File: src/rtl/frame_cfg_pkg.sv
// Shared constants and state type for the configuration-frame initiator.
// Command words carry an opcode in the top nibble and a frame index in the low byte.
package frame_cfg_pkg;

   localparam logic [3:0] OP_NOP   = 4'h0;
   localparam logic [3:0] OP_FRAME = 4'h1;

   localparam int OPC_MSB = 31;
   localparam int OPC_LSB = 28;
   localparam int IDX_MSB = 7;
   localparam int IDX_LSB = 0;
   localparam int IDX_W   = IDX_MSB - IDX_LSB + 1;

   typedef enum logic [2:0] {
      IDLE,
      GET_DATA,
      SETUP,
      STROBE,
      HOLD
   } state_t;

   function automatic int max3(input int a, input int b, input int c);
      int m;
      m = (a > b) ? a : b;
      return (m > c) ? m : c;
   endfunction

endpackage

File: src/rtl/frame_cfg_writer.sv
// Turns a command/data word stream into FrameData plus a one-hot FrameStrobe
// with programmable setup/strobe/hold phasing for the tile config latches.
module frame_cfg_writer
   import frame_cfg_pkg::*;
#(
   parameter int FrameBitsPerRow = 32,
   parameter int MaxFramesPerCol = 20,
   parameter int SetupCycles     = 1,
   parameter int StrobeCycles    = 1,
   parameter int HoldCycles      = 1
) (
   input  logic                       CLK,
   input  logic                       reset,
   input  logic [31:0]                s_data,
   input  logic                       s_valid,
   output logic                       s_ready,
   input  logic                       err_clr,
   output logic [FrameBitsPerRow-1:0] FrameData,
   output logic [MaxFramesPerCol-1:0] FrameStrobe,
   output logic                       busy,
   output logic                       err,
   output logic [15:0]                frames_written
);

   localparam int PHASE_MAX = max3(SetupCycles, StrobeCycles, HoldCycles);
   localparam int CW        = $clog2(PHASE_MAX + 1);
   localparam logic [CW-1:0] SETUP_LD  = CW'(SetupCycles - 1);
   localparam logic [CW-1:0] STROBE_LD = CW'(StrobeCycles - 1);
   localparam logic [CW-1:0] HOLD_LD   = CW'(HoldCycles - 1);

   state_t                     r_state;
   logic [CW-1:0]              r_cnt;
   logic [IDX_W-1:0]           r_idx;
   logic [FrameBitsPerRow-1:0] r_frame_data;
   logic [MaxFramesPerCol-1:0] r_strobe;
   logic                       r_ready;
   logic                       r_busy;
   logic                       r_err;
   logic [15:0]                r_frames_written;

   state_t                     w_state_next;
   logic [CW-1:0]              w_cnt_next;
   logic [IDX_W-1:0]           w_idx_next;
   logic [FrameBitsPerRow-1:0] w_data_next;
   logic [MaxFramesPerCol-1:0] w_strobe_next;
   logic                       w_err_set;
   logic                       w_err_next;
   logic [15:0]                w_fw_next;

   logic                       w_xfer;
   logic [3:0]                 w_opcode;
   logic                       w_in_range;
   logic [MaxFramesPerCol-1:0] w_onehot;

   assign w_xfer     = s_valid & r_ready;
   assign w_opcode   = s_data[OPC_MSB:OPC_LSB];
   assign w_in_range = 32'(r_idx) < 32'(MaxFramesPerCol);
   assign w_onehot   = {{(MaxFramesPerCol-1){1'b0}}, 1'b1} << r_idx;
   assign w_err_next = w_err_set ? 1'b1 : (err_clr ? 1'b0 : r_err);

   always_ff @(posedge CLK or posedge reset) begin
      if (reset) begin
         r_state          <= IDLE;
         r_cnt            <= '0;
         r_idx            <= '0;
         r_frame_data     <= '0;
         r_strobe         <= '0;
         r_ready          <= 1'b0;
         r_busy           <= 1'b0;
         r_err            <= 1'b0;
         r_frames_written <= '0;
      end else begin
         r_state          <= w_state_next;
         r_cnt            <= w_cnt_next;
         r_idx            <= w_idx_next;
         r_frame_data     <= w_data_next;
         r_strobe         <= w_strobe_next;
         r_ready          <= (w_state_next == IDLE) || (w_state_next == GET_DATA);
         r_busy           <= (w_state_next != IDLE);
         r_err            <= w_err_next;
         r_frames_written <= w_fw_next;
      end
   end

   // Next values of the registered outputs; the strobe register is set only
   // while the next state is STROBE so it can never overlap a data change.
   always_comb begin
      w_state_next  = r_state;
      w_cnt_next    = r_cnt;
      w_idx_next    = r_idx;
      w_data_next   = r_frame_data;
      w_strobe_next = '0;
      w_err_set     = 1'b0;
      w_fw_next     = r_frames_written;
      case (r_state)
         IDLE: begin
            if (w_xfer) begin
               if (w_opcode == OP_FRAME) begin
                  w_idx_next   = s_data[IDX_MSB:IDX_LSB];
                  w_state_next = GET_DATA;
               end else if (w_opcode != OP_NOP) begin
                  w_err_set = 1'b1;
               end
            end
         end
         GET_DATA: begin
            if (w_xfer) begin
               if (w_in_range) begin
                  w_data_next  = s_data[FrameBitsPerRow-1:0];
                  w_cnt_next   = SETUP_LD;
                  w_state_next = SETUP;
               end else begin
                  w_err_set    = 1'b1;
                  w_state_next = IDLE;
               end
            end
         end
         SETUP: begin
            if (r_cnt == '0) begin
               w_cnt_next    = STROBE_LD;
               w_strobe_next = w_onehot;
               w_state_next  = STROBE;
            end else begin
               w_cnt_next = r_cnt - CW'(1);
            end
         end
         STROBE: begin
            if (r_cnt == '0) begin
               w_cnt_next   = HOLD_LD;
               w_fw_next    = r_frames_written + 16'd1;
               w_state_next = HOLD;
            end else begin
               w_cnt_next    = r_cnt - CW'(1);
               w_strobe_next = w_onehot;
            end
         end
         HOLD: begin
            if (r_cnt == '0) begin
               w_data_next  = '0;
               w_state_next = IDLE;
            end else begin
               w_cnt_next = r_cnt - CW'(1);
            end
         end
         default: w_state_next = IDLE;
      endcase
   end

   assign s_ready        = r_ready;
   assign FrameData      = r_frame_data;
   assign FrameStrobe    = r_strobe;
   assign busy           = r_busy;
   assign err            = r_err;
   assign frames_written = r_frames_written;

endmodule

File: config.mk
export PLATFORM = sky130hd
export DESIGN_NAME = frame_cfg_writer
export DESIGN_NICKNAME = d
export VERILOG_FILES = /design/src/rtl/frame_cfg_pkg.sv /design/src/rtl/frame_cfg_writer.sv
export SDC_FILE = /design/constraint.sdc
export NUM_CORES = 1
export LEC_CHECK = 0
export BUFFER_PORTS_ARGS = -buffer_cell sky130_fd_sc_hd__buf_2
export CORE_ASPECT_RATIO = 1.5
export CORE_MARGIN = 8
export CORE_UTILIZATION = 29
export CTS_CLUSTER_DIAMETER = 150
export DETAILED_ROUTE_END_ITERATION = 6
export PLACE_DENSITY_LB_ADDON = 0.3
export SYNTH_ARGS = -nofsm -noshare
export SYNTH_HDL_FRONTEND = slang
export SYNTH_SLANG_ARGS = --single-unit
File: constraint.sdc
create_clock -name CLK -period 3.7 [get_ports CLK]
set_input_delay 0.185 -clock CLK [delete_from_list [all_inputs] [get_ports CLK]]
set_output_delay 0.185 -clock CLK [all_outputs]
set_load 0.01 [all_outputs]
==> out/metrics.yaml <==
p_leak_nw: 2.17
drtIter0Drc: 66
worstSetupPathType: "reg2reg"
cts_buffers: 9
fin_nets: 446
p_int_w: 0.00202
yosysSeqAreaShare_pct: 62.1
slew_headroom_pct: 24.8
maxClockFrequency_ghz: 0.443
coreArea_um2: 11300
maxCapViolCount: 0
ir_worst_vdd_mv: 0.239
setup_viol: 0
grt_pass1_vias: 2654
ys_types: 37
route.detailed.drc: 0
antenna_found_initial: 0
drt_wl_total_um: 7950
rsz0062_at_grt: "no"
grt-ovfl-total: 0
status: "complete, no violations"
worst_ep_required_time_ns: 3.88
via_per_inst: 4.34
p_clk_share_pct: 31.5
grt_max_degree: 67
hold_path.class: "in2async"
cts_tree: "built"
die_area_um2: 15100
drive_above_1_share_pct: 35.3
fin_crit_ns: 2.26
wl_per_cell_um: 14.1
area_growth_pct: 28.3
start_kind: "flop"
p_switching_w: 0.000927
syn_inst: 303
finalHoldViolCount: 0
clk_latency_ns: 0.33
tns_ns: 0
ctsRootBufferMaster: "clkbuf_16"
cts.clk_slew.worst_paths_ns: 0.06
numPortBuffers: 106
placed_cells: 548
syn_nets: 340
post_cts_buffers: 0
syn_area_um2: 3310
initial_core_util_pct: 29.3
cts_hold_buf: 0
post-route-period-util_pct: 61.1
p_seq_share_pct: 43.6
antenna_cells: 0
hold_ws_ns: 0.0495
gp_congestion: 0.690
layout_commonest_cell: "buf_2"
grt_first_pass_wirelength_um: 13400
cts_resized: 0
dpl.hpwl_um: 5850
clock_sinks: 82
slowest_delay_ns: 0.56
crit_chain: "or4b_4, nor4_4, buf_4, o21ai_0"
avgSynthCellArea_um2: 10.9
drt-pass1-iter-count: 4
critPathTopFamily: "simple AND/OR/NAND/NOR gates"
instances_no_fill: 564
num_vias: 2448
ys_ff_latch: 82
clock_skew_ns: 0.0102
total_power_w: 0.00295
fp-row-count: 48
drv_slew: 0
die_x_um: 103
critical_path.max_fanout: 66
layout_common_cells: "buf_2 (106), dfrtp_1 (82), nand2_1 (75)"
die_h_um: 147
ant_nets: 0
swShare_pct: 31.4
htreeDepth: 3
cp_slowest_cell: "buf_4"
regToRegSetupSlack_ns: 1.44
cp.arrival_ns: 2.44
cts_buffer_depth: 2
yosys_warnings: 0
end_kind: "flop"
cp.buffers_inverters: 1
powerDensity_nw_per_um2: 695
io_pins: 107
combPwrFrac_pct: 24.9
tightest_slew_ns: 1.13
grtUsageTotal_pct: 11.5
==> power groups by stage <==
stage	Clock, W	Combinational [W]	Sequential, W
5_1_grt	0.00101	0.000834	0.00132
2_1_floorplan	0	0.000410	0.00135
3_5_place_dp	0	0.000764	0.00129
3_3_place_gp	0	0.000739	0.00129
4_1_cts	0.000958	0.000760	0.00129
6_report	0.000929	0.000734	0.00129
==> kinds of logic after synthesis <==
family / count (synthesis) / share of synthesized area, %
AND/OR/NAND/NOR: 140 / 19.2
XOR/XNOR: 15 / 3.97
AO/OA/AOI/OAI: 39 / 7.49
adder cells (fa/ha/maj): 1 / 0.378
multiplexers: 9 / 3.07
buffers and inverters: 17 / 3.78
flip-flops: 82 / 62.1
==> cell usage after synthesis, drive strengths merged <==
| library cell | count | area share, % |
|---|---|---|
| a21o | 1 | 0.23 |
| a21oi | 2 | 0.30 |
| and3 | 5 | 0.95 |
| and4 | 2 | 0.53 |
| and4b | 1 | 0.30 |
| buf | 7 | 2.6 |
| clkbuf | 6 | 0.72 |
| dfrtp | 82 | 62 |
| ha | 1 | 0.38 |
| inv | 4 | 0.45 |
| mux2 | 9 | 3.1 |
| nand2 | 75 | 8.5 |
| nand2b | 1 | 0.19 |
| nand3 | 8 | 1.2 |
| nand3b | 2 | 0.45 |
| nand4 | 5 | 0.95 |
| nor2 | 29 | 3.3 |
| nor2b | 1 | 0.19 |
| nor3 | 3 | 0.45 |
| nor4 | 3 | 1.0 |
| o211ai | 1 | 0.23 |
| o21a | 1 | 0.23 |
| o21ai | 33 | 6.2 |
| o32ai | 1 | 0.26 |
| or2 | 2 | 0.38 |
| or3 | 2 | 0.38 |
| or4b | 1 | 0.42 |
| xnor2 | 9 | 2.4 |
| xor2 | 6 | 1.6 |
==> state kept, by name, indices dropped and copies added (netlist names) <==
name	flops
FrameData	32
busy	1
err	1
r_idx	8
FrameStrobe	20
s_ready	1
r_state	3
frames_written	16
==> worst paths after layout <==
check                                                    start                        endpoint  cells past startpoint
worst max-delay path                      r_state[0]$_DFF_PP0_        FrameData[2]$_DFFE_PP0P_                      4
worst min-delay path                                     reset   frames_written[7]$_DFFE_PP0P_                      2
worst max register to register            r_state[0]$_DFF_PP0_        FrameData[2]$_DFFE_PP0P_                      4
worst min register to register  frames_written[15]$_DFFE_PP0P_  frames_written[15]$_DFFE_PP0P_                      1
max in group asynchronous                                reset       FrameData[14]$_DFFE_PP0P_                      3
min in group CLK                                    s_data[18]       FrameData[18]$_DFFE_PP0P_                      3
==> layout make-up <==
| cell class | instances | area (um^2) |
|---|---|---|
| Inverter | 4 | 16.3 |
| Clock buffer | 12 | 236 |
| Tap cell | 150 | 188 |
| Sequential cell | 82 | 2050 |
| Clock inverter | 4 | 76.3 |
| Timing Repair Buffer | 108 | 546 |
| Fill cell | 1166 | 7050 |
| Multi-Input combinational cell | 204 | 1130 |
==> layer usage <==
layer  part of all wire (%)  routed length, um  GRT usage (%)
met3                    7.4                585           3.46
met4                    1.9                154           5.96
met5                      0                  0              0
met1                     40               3170           12.7
met2                     51               4040           19.1
==> through the flow <==
step | worst slack [ns] | area (um^2) | util, %
after floorplan | 1.41 | 3310 | -
after global placement | 1.55 | 3930 | 34.8
after detailed placement | 1.45 | 3930 | 34.8
after CTS | 1.43 | 4240 | 37.6
after global routing | 1.28 | 4240 | 37.6
final | 1.44 | 4240 | 37.6
No activity file was read; power rests on OpenSTA's default activity.
